--- config.mk ---
export PLATFORM = sky130hd
export DESIGN_NAME = bcd_palindrome_tx
export DESIGN_NICKNAME = d
export VERILOG_FILES = /design/src/rtl/bcd_palindrome_pkg.sv /design/src/rtl/bcd_seed_checker.sv /design/src/rtl/bcd_palindrome_tx.sv
export SDC_FILE = /design/constraint.sdc
export NUM_CORES = 1
export LEC_CHECK = 0
export CAP_MARGIN = 10
export CORE_AREA = 2 2 106 108
export DETAILED_ROUTE_END_ITERATION = 8
export DIE_AREA = 0 0 108 110
export SLEW_MARGIN = 20
export SYNTH_ARGS = -nofsm -noshare
export SYNTH_HDL_FRONTEND = slang
export SYNTH_HIERARCHICAL = 1
export SYNTH_SLANG_ARGS = --single-unit
--- constraint.sdc ---
create_clock -name clk -period 3.3 [get_ports clk]
set_clock_uncertainty 0.1 [all_clocks]
set_input_delay 0.66 -clock clk [delete_from_list [all_inputs] [get_ports clk]]
set_output_delay 0.66 -clock clk [all_outputs]
set_load 0.1 [all_outputs]
--- src/rtl/bcd_palindrome_pkg.sv ---
// Shared types, sizing and the digit-ordering helper for the BCD palindrome transmitter.
package bcd_palindrome_pkg;

  localparam int unsigned MAX_DIGITS_DEFAULT = 16;
  // Wide enough to hold a digit count of 0..MAX_DIGITS_DEFAULT.
  localparam int unsigned LEN_W = 5;

  typedef enum logic [1:0] {
    IDLE,
    SEND,
    DONE
  } state_e;

  // Source digit index for output position i. When mirroring, the second half of the word
  // walks back down through the first ceil(len/2) digits.
  function automatic logic [LEN_W-1:0] mirror_index(input logic [LEN_W-1:0] i,
                                                    input logic [LEN_W-1:0] len,
                                                    input logic             mirror);
    logic [LEN_W-1:0] h;
    h = (len + LEN_W'(1)) >> 1;
    if (mirror && (i >= h)) begin
      return len - i - LEN_W'(1);
    end
    return i;
  endfunction

endpackage

--- src/rtl/bcd_seed_checker.sv ---
// Combinational check that every digit the transmitter will actually use is a legal BCD digit.
// Digits beyond the used range are ignored.
module bcd_seed_checker
  import bcd_palindrome_pkg::*;
#(
  parameter int unsigned MAX_DIGITS = MAX_DIGITS_DEFAULT
) (
  input  logic [4*MAX_DIGITS-1:0] seed,
  input  logic [LEN_W-1:0]        len,
  input  logic                    mirror,
  output logic                    ok
);

  logic [LEN_W-1:0] used;

  // Mirrored words only read the first ceil(len/2) digits.
  always_comb begin
    used = mirror ? ((len + LEN_W'(1)) >> 1) : len;
    ok   = 1'b1;
    for (int k = 0; k < int'(MAX_DIGITS); k++) begin
      if ((LEN_W'(k) < used) && (seed[4*MAX_DIGITS-1-4*k -: 4] > 4'd9)) begin
        ok = 1'b0;
      end
    end
  end

endmodule

--- src/rtl/bcd_palindrome_tx.sv ---
// Serial BCD digit transmitter: emits a latched seed one digit per ready/valid transfer,
// either verbatim or mirrored into a palindrome.
// Optional feature: define BCD_CHECK_EN to reject starts whose used digits exceed 9.
module bcd_palindrome_tx
  import bcd_palindrome_pkg::*;
#(
  parameter int unsigned MAX_DIGITS = MAX_DIGITS_DEFAULT
) (
  input  logic                    clk,
  input  logic                    reset,
  input  logic                    start,
  input  logic [4*MAX_DIGITS-1:0] seed,
  input  logic [LEN_W-1:0]        len,
  input  logic                    mirror,
  input  logic                    digit_ready,
  output logic [3:0]              digit_out,
  output logic                    digit_valid,
  output logic [LEN_W-1:0]        len_out,
  output logic                    busy,
  output logic                    done,
  output logic                    err
);

  localparam int unsigned SEED_W = 4 * MAX_DIGITS;

  state_e            state_q, state_d;
  logic [LEN_W-1:0]  idx_q, idx_d;
  logic [LEN_W-1:0]  len_q, len_d;
  logic [SEED_W-1:0] seed_q, seed_d;
  logic              mirror_q, mirror_d;
  logic [3:0]        digit_q, digit_d;
  logic              err_q, err_d;

  logic              len_ok;
  logic              bcd_ok;
  logic              start_ok;
  logic              last;
  logic [LEN_W-1:0]  next_src;
  logic [SEED_W-1:0] next_shifted;
  logic [3:0]        next_digit;

  assign len_ok   = (len != '0) && (len <= LEN_W'(MAX_DIGITS));
  assign start_ok = len_ok && bcd_ok;

`ifdef BCD_CHECK_EN
  bcd_seed_checker #(
    .MAX_DIGITS (MAX_DIGITS)
  ) u_checker (
    .seed   (seed),
    .len    (len),
    .mirror (mirror),
    .ok     (bcd_ok)
  );
`else
  assign bcd_ok = 1'b1;
`endif

  // Look up the digit for the following position so digit_out can be registered.
  always_comb begin
    last         = (idx_q == (len_q - LEN_W'(1)));
    next_src     = mirror_index(idx_q + LEN_W'(1), len_q, mirror_q);
    next_shifted = seed_q << {next_src, 2'b00};
    next_digit   = next_shifted[SEED_W-1 -: 4];
  end

  // Next-state logic: start acceptance, transfer stepping and the one-cycle DONE state.
  always_comb begin
    state_d  = state_q;
    idx_d    = idx_q;
    len_d    = len_q;
    seed_d   = seed_q;
    mirror_d = mirror_q;
    digit_d  = digit_q;
    err_d    = 1'b0;
    unique case (state_q)
      IDLE: begin
        if (start) begin
          if (start_ok) begin
            state_d  = SEND;
            idx_d    = '0;
            len_d    = len;
            seed_d   = seed;
            mirror_d = mirror;
            // Position 0 always maps to digit 0, mirrored or not.
            digit_d  = seed[SEED_W-1 -: 4];
          end else begin
            err_d = 1'b1;
          end
        end
      end
      SEND: begin
        if (digit_ready) begin
          if (last) begin
            state_d = DONE;
          end else begin
            idx_d   = idx_q + LEN_W'(1);
            digit_d = next_digit;
          end
        end
      end
      DONE: begin
        state_d = IDLE;
      end
      default: begin
        state_d = IDLE;
      end
    endcase
  end

  // State and datapath registers with synchronous reset.
  always_ff @(posedge clk) begin
    if (reset) begin
      state_q  <= IDLE;
      idx_q    <= '0;
      len_q    <= '0;
      seed_q   <= '0;
      mirror_q <= 1'b0;
      digit_q  <= '0;
      err_q    <= 1'b0;
    end else begin
      state_q  <= state_d;
      idx_q    <= idx_d;
      len_q    <= len_d;
      seed_q   <= seed_d;
      mirror_q <= mirror_d;
      digit_q  <= digit_d;
      err_q    <= err_d;
    end
  end

  // Outputs decode straight from registers, so valid never depends on ready.
  always_comb begin
    digit_out   = digit_q;
    digit_valid = (state_q == SEND);
    busy        = (state_q != IDLE);
    done        = (state_q == DONE);
    err         = err_q;
    len_out     = len_q;
  end

endmodule

### After elaboration in Yosys (flattened, before gate mapping)

Cells that the tools add are included.

| word-level totals | value |
|---|---|
| register bits | 82 |
| input port bits | 74 |
| output and inout port bits | 13 |

| cells by class | value |
|---|---|
| add/sub/neg operators | 5 |
| order comparisons | 2 |
| equal/unequal tests | 8 |
| shift-type cells | 1 |
| muxes and demuxes | 19 |
| bitwise gates (word level) | 2 |
| reduce and logical (&&, ||, !) cells | 10 |

Operators with widths:

| operator | number |
|---|---|
| $shl 64x7->64 | 1 |
| $mux 5 | 6 |
| $mux 4 | 4 |
| $add 5x1->5 const B | 2 |
| $pmux 5 s2 | 1 |
| $sub 5x1->5 const B | 2 |
| $mux 2 | 4 |
| $ne 2x2->1 const B | 4 |
| $pmux 4 s2 | 1 |
| $eq 5x5->1 | 1 |
| $ge 5x4->1 | 1 |
| $le 5x5->1 const B | 1 |
| $reduce_and 5->1 | 1 |
| $reduce_bool 5->1 | 1 |
| $sub 5x5->5 | 1 |
| $pmux 2 s2 | 1 |
| $reduce_and 4->1 | 1 |
| $reduce_bool 2->1 | 2 |
| $reduce_and 3->1 | 1 |
| $reduce_or 3->1 | 1 |
| $eq 2x1->1 const B | 1 |
| $eq 2x2->1 const B | 1 |
| $logic_and 1x1->1 | 2 |
| $logic_not 2->1 | 1 |
| 3 further kinds | 5 |

### Longest topological paths before layout

Gate-level depths: netlist (run 1).

| depth | value |
|---|---|
| depth in word-level cells | 9 |
| gate-level depth with buffers | 13 |
| mapped depth without buffers | 12 |

### Worst setup path before layout (run 1)

Ideal clock, no wire load.

| timing path | value |
|---|---|
| path kind | reg2reg |
| from | reg len_q[2], in the netlist len_out[2] |
| to | reg digit_q[0], in the netlist digit_out[0] |
| library setup time | 0.077 ns |
| arrival | 3.606 ns |
| slack | -0.482 ns |
| cell stages (with the launch flop) | 13 |
| buffers on the path | 1 |
| clock period less this slack | 3.782 ns |
| path through | dfxtp_1 -> clkbuf_1 -> nand3_1 -> xor2_1 -> ha_1 -> a21oi_1 -> o21ai_0 -> a21o_1 -> a31oi_1 -> o21ai_0 -> nor2_1 -> or4b_1 -> a41oi_2 |

| between the ends | value |
|---|---|
| word-level cells in the longest chain between the ends | 9 |

RTL lines:

| what | line | RTL |
|---|---|---|
| from (decl) | bcd_palindrome_tx.sv:28 | `logic [LEN_W-1:0] len_q, len_d;` |
| from (signal assigned) | bcd_palindrome_tx.sv:123 | `len_q <= len_d;` |
| $add 5x1->5 | bcd_palindrome_pkg.sv:20 | `h = (len + LEN_W'(1)) >> 1;` |
| $ge 5x4->1 | bcd_palindrome_pkg.sv:21 | `if (mirror && (i >= h)) begin` |
| $logic_and 1x1->1 | bcd_palindrome_pkg.sv:21 |  |
| $mux 1 | bcd_palindrome_pkg.sv:21 |  |
| $mux 5 | bcd_palindrome_pkg.sv:24 | `return i;` |
| $shl 64x7->64 | bcd_palindrome_tx.sv:62 | `next_shifted = seed_q << {next_src, 2'b00};` |
| $mux 4 | bcd_palindrome_tx.sv:93 | `if (last) begin` |
| $mux 4 | bcd_palindrome_tx.sv:92 | `if (digit_ready) begin` |
| $pmux 4 s2 | bcd_palindrome_tx.sv:75 | `unique case (state_q)` |
| to (signal assigned) | bcd_palindrome_tx.sv:126 | `digit_q <= digit_d;` |
| to (decl) | bcd_palindrome_tx.sv:31 | `logic [3:0] digit_q, digit_d;` |

Parallel ways exist; a longest one is shown, timed or not. The select of a mux whose other input is x is not followed.
A chain may end at the register's enable or synchronous reset.

### Worst setup path after layout (run 1)

| timing path | value |
|---|---|
| from | reg len_q[1], in the netlist len_out[1] |
| to | reg digit_q[0], in the netlist digit_out[0] |

Same word-level chain as after synthesis.

==> results of run 1 <==
## how the worst max path moves through the flow
stage | from | endpoint | slack [ps]
6_report | len_out[1] | digit_out[0] | 150
5_1_grt | len_out[1] | digit_out[1] | -30
4_1_cts | idx_q[1] | digit_out[1] | 30
3_5_place_dp | idx_q[1] | digit_out[1] | -8
3_3_place_gp | idx_q[0] | digit_out[2] | 6
2_1_floorplan | len_out[1] | digit_out[1] | 30
## cell usage after synthesis, drive strengths merged, types with 10 or more instances
master,number,share of area [%]
mux2i,14,3.6
dfxtp,82,39
clkbuf,30,2.7
ha,11,3.3
nand3,14,1.8
nand2,164,15
a21oi,81,9.7
and3,13,1.9
o21ai,17,2.0
inv,11,0.98
nor2,10,0.95
a211oi,18,3.2
## power breakdown
| part | internal, uW | total [uW] | switching [uW] |
|---|---|---|---|
| logic | 242 | 559 | 317 |
| registers | 1040 | 1080 | 43.7 |
| clock network | 281 | 690 | 409 |
## routing by layer
metal	up-vias	GRT usage, %	wire (um)
li1	2126	-	-
met1	1939	27.8	5920
met2	114	38.6	6340
met3	32	3.41	520
met4	0	11.0	426
met5	-	0	0
## what timing repair did
action | 4_1_cts | 5_1_grt
gates resized for setup | 1 | 20
pin swaps | 0 | 3
setup endpoints to repair | 2 | 4
setup buffers | 0 | 5
## worst register-to-register path, delay by kind of cell, from the launching register on
family                     cells  cell delay [ps]
xor gates and xnor gates       1              190
buffers and inverters          1              180
AOI/OAI and AO/OA              3              300
and+or+nand+nor                5             1190
muxes                          1              310
adders and majority gates      2              410
DFF                            1              400
## metrics by stage
step / instances / cell area [um^2] / worst slack, ps
finish: 803 / 5690 / 147
global route: 803 / 5690 / -34.3
CTS: 798 / 5590 / 33.9
detailed placement: 782 / 5410 / -7.59
global placement: 782 / 5410 / 5.55
floorplan: 550 / 4210 / 27.7
## sequential cells by signal, summed over array words and instances (netlist names)
register	cells
err	1
idx_q	5
seed_q	64
len_out	5
digit_out	4
mirror_q	1
state_q	2
## cell type report
cell class	instances	share of cell area, %
multi-input combinational	421	42.9
sequential	82	29.1
timing repair buffer	133	21.2
tap	140	3.08
clock buffer	10	2.24
clock inverter	6	0.835
inverter	11	0.725
## kinds of logic (layout without fill, tap and decap cells)
family,Yosys count,in the layout
multiplexers,16,16
XOR/XNOR,14,14
buffers and inverters,47,160
adder cells (fa/ha/maj),12,12
flip-flops,82,82
AND/OR/NAND/NOR,234,234
AO/OA/AOI/OAI,145,145
==> impl_metrics.tcl, run 1 <==
set metrics [dict create \
    io_buffer_count 86 \
    crit_type "reg -> reg" \
    synth_top_family_by_area "simple AND/OR/NAND/NOR gates" \
    nFillCells 1081 \
    critPathArrivalTime_ps 3350 \
    number_of_antenna_violations_at_the_first_check_in_global_routing 0 \
    path_clk_slew_ps 100 \
    wl_mm 13.2 \
    globalRouteOverflowTotal 0 \
    clock.fmax_ghz 0.317 \
    grt_start_max_net_pins 47 \
    layout.area.seq_um2 1660 \
    regToRegStartpoint "len_out[1]" \
    routed_wire_per_std_cell_um 16.5 \
    yosys.area_share.simple_pct 24.8 \
    cpLargestDelayFamily "simple AND/OR/NAND/NOR gates" \
    drc 0 \
    worstSetupPathDepth 13 \
    grt_first_pass_wirelength_mm 20.5 \
    io_pins 87 \
    arithmetic_cell_share_of_the_synthesized_area_counting_full_adders_half_adders_and_majority_gates_pct 3.75 \
    fp.dieArea_um2 11900 \
    timing.final.setup_violations 0 \
    vdd_ir_drop_max_uv 185 \
    mappedNetlistArea_um2 4200 \
    htree_levels 3 \
    tritoncts_clock_tree "yes" \
    cp.required_ps 3490 \
    synth_compound_gate_area_share_pct 20.8 \
    synthFlopType "sky130_fd_sc_hd__dfxtp_1" \
    synth_async_sr_flop_share_pct 0 \
    timing.hold.ws_ps 357 \
    gpl.final_weighted_congestion 0.958 \
    synth_cells 550 \
    worstHoldPathCells 2 \
    critical_path_maximum_fanout 8 \
    multiInputGateArea_um2 2440 \
    finalPower_uw 2330 \
    die_width_um 108 \
    max_cap_viol_count 0 \
    regToRegSetupSlack_ps 150 \
    dr_total_vias 4211 \
    relSlewSlack_pct 58.2 \
    die_h_um 110 \
    track_usage_pct 22.6 \
    antennaDiodeCount 0 \
    via_per_inst 5.24 \
    clk_root_buffer_cell "sky130_fd_sc_hd__clkbuf_8" \
    reg2regPathDepth 13 \
    cells_traversed_along_the_worst_timing_path "ha_1, nand3_1, xor2_1, ha_2, nor2b_2, mux2i_4, buf_4, a21oi_2, or3_4, nand2_4, a2111oi_1, or4b_1, a41oi_2" \
    synth_enable_flop_cells 0 \
    cts.hold.buffers_added 0 \
    fp.coreArea_um2 10700 \
    ant_nets 0 \
    period_needed_ps 3150 \
    min_delay_worst_endpoint "seed_q[26]" \
    finalHoldViolCount 0 \
    initial_core_utilization_pct 39.3 \
    drt_pass1_iterations 4 \
    drive_gt1_share_pct 16.6 \
    finish.utilization_pct 53.2 \
    netlist-cell-type-count 50 \
    avgSynthCellArea_um2 7.63 \
    delay_of_the_slowest_cell_on_the_worst_path_ps 550 \
    critical_path.endpoint_type "flop" \
    ctsLongestPathBuffers 2 \
    mappedNetlistNets 636 \
    p_leak_uw 0.00216 \
    rows 38 \
    finalCritPeriodShare_pct 95.6 \
    synth_xor_xnor_area_share_pct 2.92 \
    mostFrequentLayoutCells "sky130_fd_sc_hd__nand2_1 (162), sky130_fd_sc_hd__a21oi_1 (79), sky130_fd_sc_hd__dfxtp_1 (77), sky130_fd_sc_hd__clkdlybuf4s50_1 (72), sky130_fd_sc_hd__buf_4 (57)" \
    worst_path_max_delay_cell "sky130_fd_sc_hd__or4b_1" \
    mostFrequentLayoutCell "sky130_fd_sc_hd__nand2_1" \
    worst_max_slew_pin_slew_ps 627 \
    place_hpwl_mm 10.0 \
    hold_path.startpoint "seed_q[26]" \
    yosysSeqAreaShare_pct 39.1 \
    drt_iter0_drc 220 \
    final_net_count 744 \
    grt_pass1_vias 4017 \
    r2r_end "digit_out[0]" \
    muxShareOfSynthArea_pct 4.17 \
    worst_skew_pair.late_latency_ps 360 \
    clkSinkCount 82 \
    synth_warnings 6 \
    worstSetupStartpointType "flop" \
    outcome "complete, no violations" \
    area_delta_synth_final_pct 35.5 \
    critical_path_buf_inv_count 1 \
    cts_inserted_buffers 9 \
    holdCritPathClass "reg -> reg" \
    synth-seq-cells 82 \
    sum_of_negative_setup_slack_ps 0 \
    power_per_cell_area_nw_per_um2 410 \
    final_max_slew_viol_count 0 \
]
Power figures use the tool's default switching activity.
==> inputs of run 2 (changes only) <==
--- a/config.mk
+++ b/config.mk
@@ -6,9 +6,10 @@
 export NUM_CORES = 1
 export LEC_CHECK = 0
 export CAP_MARGIN = 10
-export CORE_AREA = 2 2 106 108
+export CORE_AREA = 5 5 97 99
 export DETAILED_ROUTE_END_ITERATION = 8
-export DIE_AREA = 0 0 108 110
+export DIE_AREA = 0 0 102 104
+export PLACE_DENSITY = 0.79
 export SLEW_MARGIN = 20
 export SYNTH_ARGS = -nofsm -noshare
 export SYNTH_HDL_FRONTEND = slang
==> impl_metrics.tcl, run 2 (synthesis results as in run 1) <==
set metrics [dict create \
    outcome "complete, no violations" \
    worst_skew_pair.late_latency_ps 350 \
    routed_length_on_met2_mm 5.59 \
    track_usage_pct 22.2 \
    relSlewSlack_pct 46.4 \
    power_per_cell_area_nw_per_um2 428 \
    critPathArrivalTime_ps 3370 \
    place_area_um2 5290 \
    tritoncts_clock_tree "yes" \
    clkSinkCount 82 \
    drt_iter0_drc 258 \
    grt_start_max_net_pins 71 \
    clock.fmax_ghz 0.313 \
    final_max_slew_viol_count 0 \
    final_area_um2 5570 \
    io_buffer_count 86 \
    routed_wire_per_std_cell_um 15.7 \
    critical_path.endpoint_type "flop" \
    vdd_ir_drop_max_uv 265 \
    cts.hold.buffers_added 0 \
    max_cap_viol_count 0 \
    die_width_um 102 \
    drc 0 \
    dp_slack_ps 164 \
    die_h_um 104 \
    mostFrequentLayoutCell "sky130_fd_sc_hd__nand2_1" \
    drive_gt1_share_pct 13.2 \
    fp.coreArea_um2 8470 \
    area_delta_synth_final_pct 32.6 \
    grt_first_pass_wirelength_mm 19.2 \
    top_layer_used "met4" \
    wl_mm 11.8 \
    rows 34 \
    p_leak_uw 0.00210 \
    antennaDiodeCount 0 \
    critical_path_buf_inv_count 3 \
    place_hpwl_mm 8.85 \
    grt_pass1_vias 4002 \
    fp.dieArea_um2 10600 \
    cells_traversed_along_the_worst_timing_path "buf_4, nand3_1, xor2_1, inv_1, ha_2, nor2_1, mux2i_4, buf_4, a21oi_2, or3_4, nand2_4, a2111oi_1, or4b_1, a41oi_2" \
    globalRouteOverflowTotal 0 \
    number_of_antenna_violations_at_the_first_check_in_global_routing 0 \
    worst_path_max_delay_cell "sky130_fd_sc_hd__or4b_1" \
    path_clk_slew_ps 80 \
    delay_of_the_slowest_cell_on_the_worst_path_ps 550 \
    finalHoldViolCount 0 \
    cts_inserted_buffers 9 \
    final_net_count 726 \
    worst_slack_ps 104 \
    cp.required_ps 3480 \
    dr_total_vias 4188 \
    via_per_inst 5.57 \
    cpLargestDelayFamily "simple AND/OR/NAND/NOR gates" \
    period_needed_ps 3200 \
    initial_core_utilization_pct 49.6 \
    ctsLongestPathBuffers 2 \
    worst_max_slew_pin_slew_ps 803 \
    gpl.final_weighted_congestion 0.946 \
    clk_root_buffer_cell "sky130_fd_sc_hd__clkbuf_8" \
    critical_path_maximum_fanout 8 \
    largest-register "seed_q" \
    holdCritPathClass "reg -> reg" \
    met3_wirelength_um 586 \
    mostFrequentLayoutCells "sky130_fd_sc_hd__nand2_1 (162), sky130_fd_sc_hd__a21oi_1 (79), sky130_fd_sc_hd__dfxtp_1 (76), sky130_fd_sc_hd__clkdlybuf4s50_1 (72), sky130_fd_sc_hd__buf_4 (37)" \
    worstSetupStartpointType "flop" \
    finalPower_uw 2380 \
    finish.utilization_pct 65.8 \
    crit_type "reg -> reg" \
    wirelength_met1_mm 5.11 \
    ant_nets 0 \
    nFillCells 722 \
    cpMostUsedCell "sky130_fd_sc_hd__buf_4" \
    htree_levels 3 \
    finalCritPeriodShare_pct 96.8 \
    largest_reg_flops 64 \
    timing.final.setup_violations 0 \
    io_pins 87 \
    drt_pass1_iterations 5 \
]
## run 2: metrics by stage
stage / hold WS, ps / TNS (ps) / cells
6_report: 357 / 0 / 752
5_1_grt: 374 / -8.39 / 752
4_1_cts: 356 / 0 / 749
3_5_place_dp: 346 / 0 / 734
3_3_place_gp: 342 / 0 / 734
2_1_floorplan: 332 / 0 / 550
## run 2: power by group
| part | total, uW | switching, uW | internal [uW] |
|---|---|---|---|
| clock network | 767 | 353 | 414 |
| registers | 1080 | 40.8 | 1040 |
| logic | 534 | 304 | 230 |
| total | 2380 | 698 | 1680 |
## run 2: repair_timing
action	in CTS	in global routing
setup endpoints to repair	0	4
resized for setup	0	14
buffers inserted	0	3
## run 2: final timing paths
kind	startpoint	slack, ps	cells after the start	to
worst max-delay path	idx_q[0]	100	14	digit_out[0]
worst min-delay path	seed_q[22]	360	2	seed_q[22]
worst max register to register	idx_q[0]	100	14	digit_out[0]
worst min register to register	seed_q[22]	360	2	seed_q[22]
## run 2: worst reg2reg max path, cell delays in order (launching register included)
cell and delay [ps]:
sky130_fd_sc_hd__dfxtp_2 360, sky130_fd_sc_hd__buf_4 170, sky130_fd_sc_hd__nand3_1 110, sky130_fd_sc_hd__xor2_1 180
sky130_fd_sc_hd__inv_1 100, sky130_fd_sc_hd__ha_2 190, sky130_fd_sc_hd__nor2_1 60, sky130_fd_sc_hd__mux2i_4 300
sky130_fd_sc_hd__buf_4 180, sky130_fd_sc_hd__a21oi_2 40, sky130_fd_sc_hd__or3_4 420, sky130_fd_sc_hd__nand2_4 100
sky130_fd_sc_hd__a2111oi_1 60, sky130_fd_sc_hd__or4b_1 550, sky130_fd_sc_hd__a41oi_2 200
## run 2: cell type report
class / count / area (um^2) / area share [%]
Multi-Input combinational cell: 421 / 2420 / 43.5
Sequential cell: 82 / 1660 / 29.7
Timing Repair Buffer: 115 / 1100 / 19.8
Clock buffer: 12 / 166 / 2.99
Tap cell: 108 / 135 / 2.43
Clock inverter: 3 / 46.3 / 0.831
Inverter: 11 / 41.3 / 0.741
## run 2: routing by layer
layer	vias up	track usage (%)
met5	-	0
met4	0	11.2
met3	33	3.89
met2	135	34.3
met1	1932	29.4
li1	2088	-
==> inputs of run 3 (changes only) <==
--- a/config.mk
+++ b/config.mk
@@ -5,6 +5,7 @@
 export SDC_FILE = /design/constraint.sdc
 export NUM_CORES = 1
 export LEC_CHECK = 0
+export ABC_CLOCK_PERIOD_IN_PS = 3300
 export CAP_MARGIN = 10
 export CORE_AREA = 5 5 97 99
 export DETAILED_ROUTE_END_ITERATION = 8
==> results of run 3 <==
No change in the layout: final DEF, timing and power equal those of run 2.
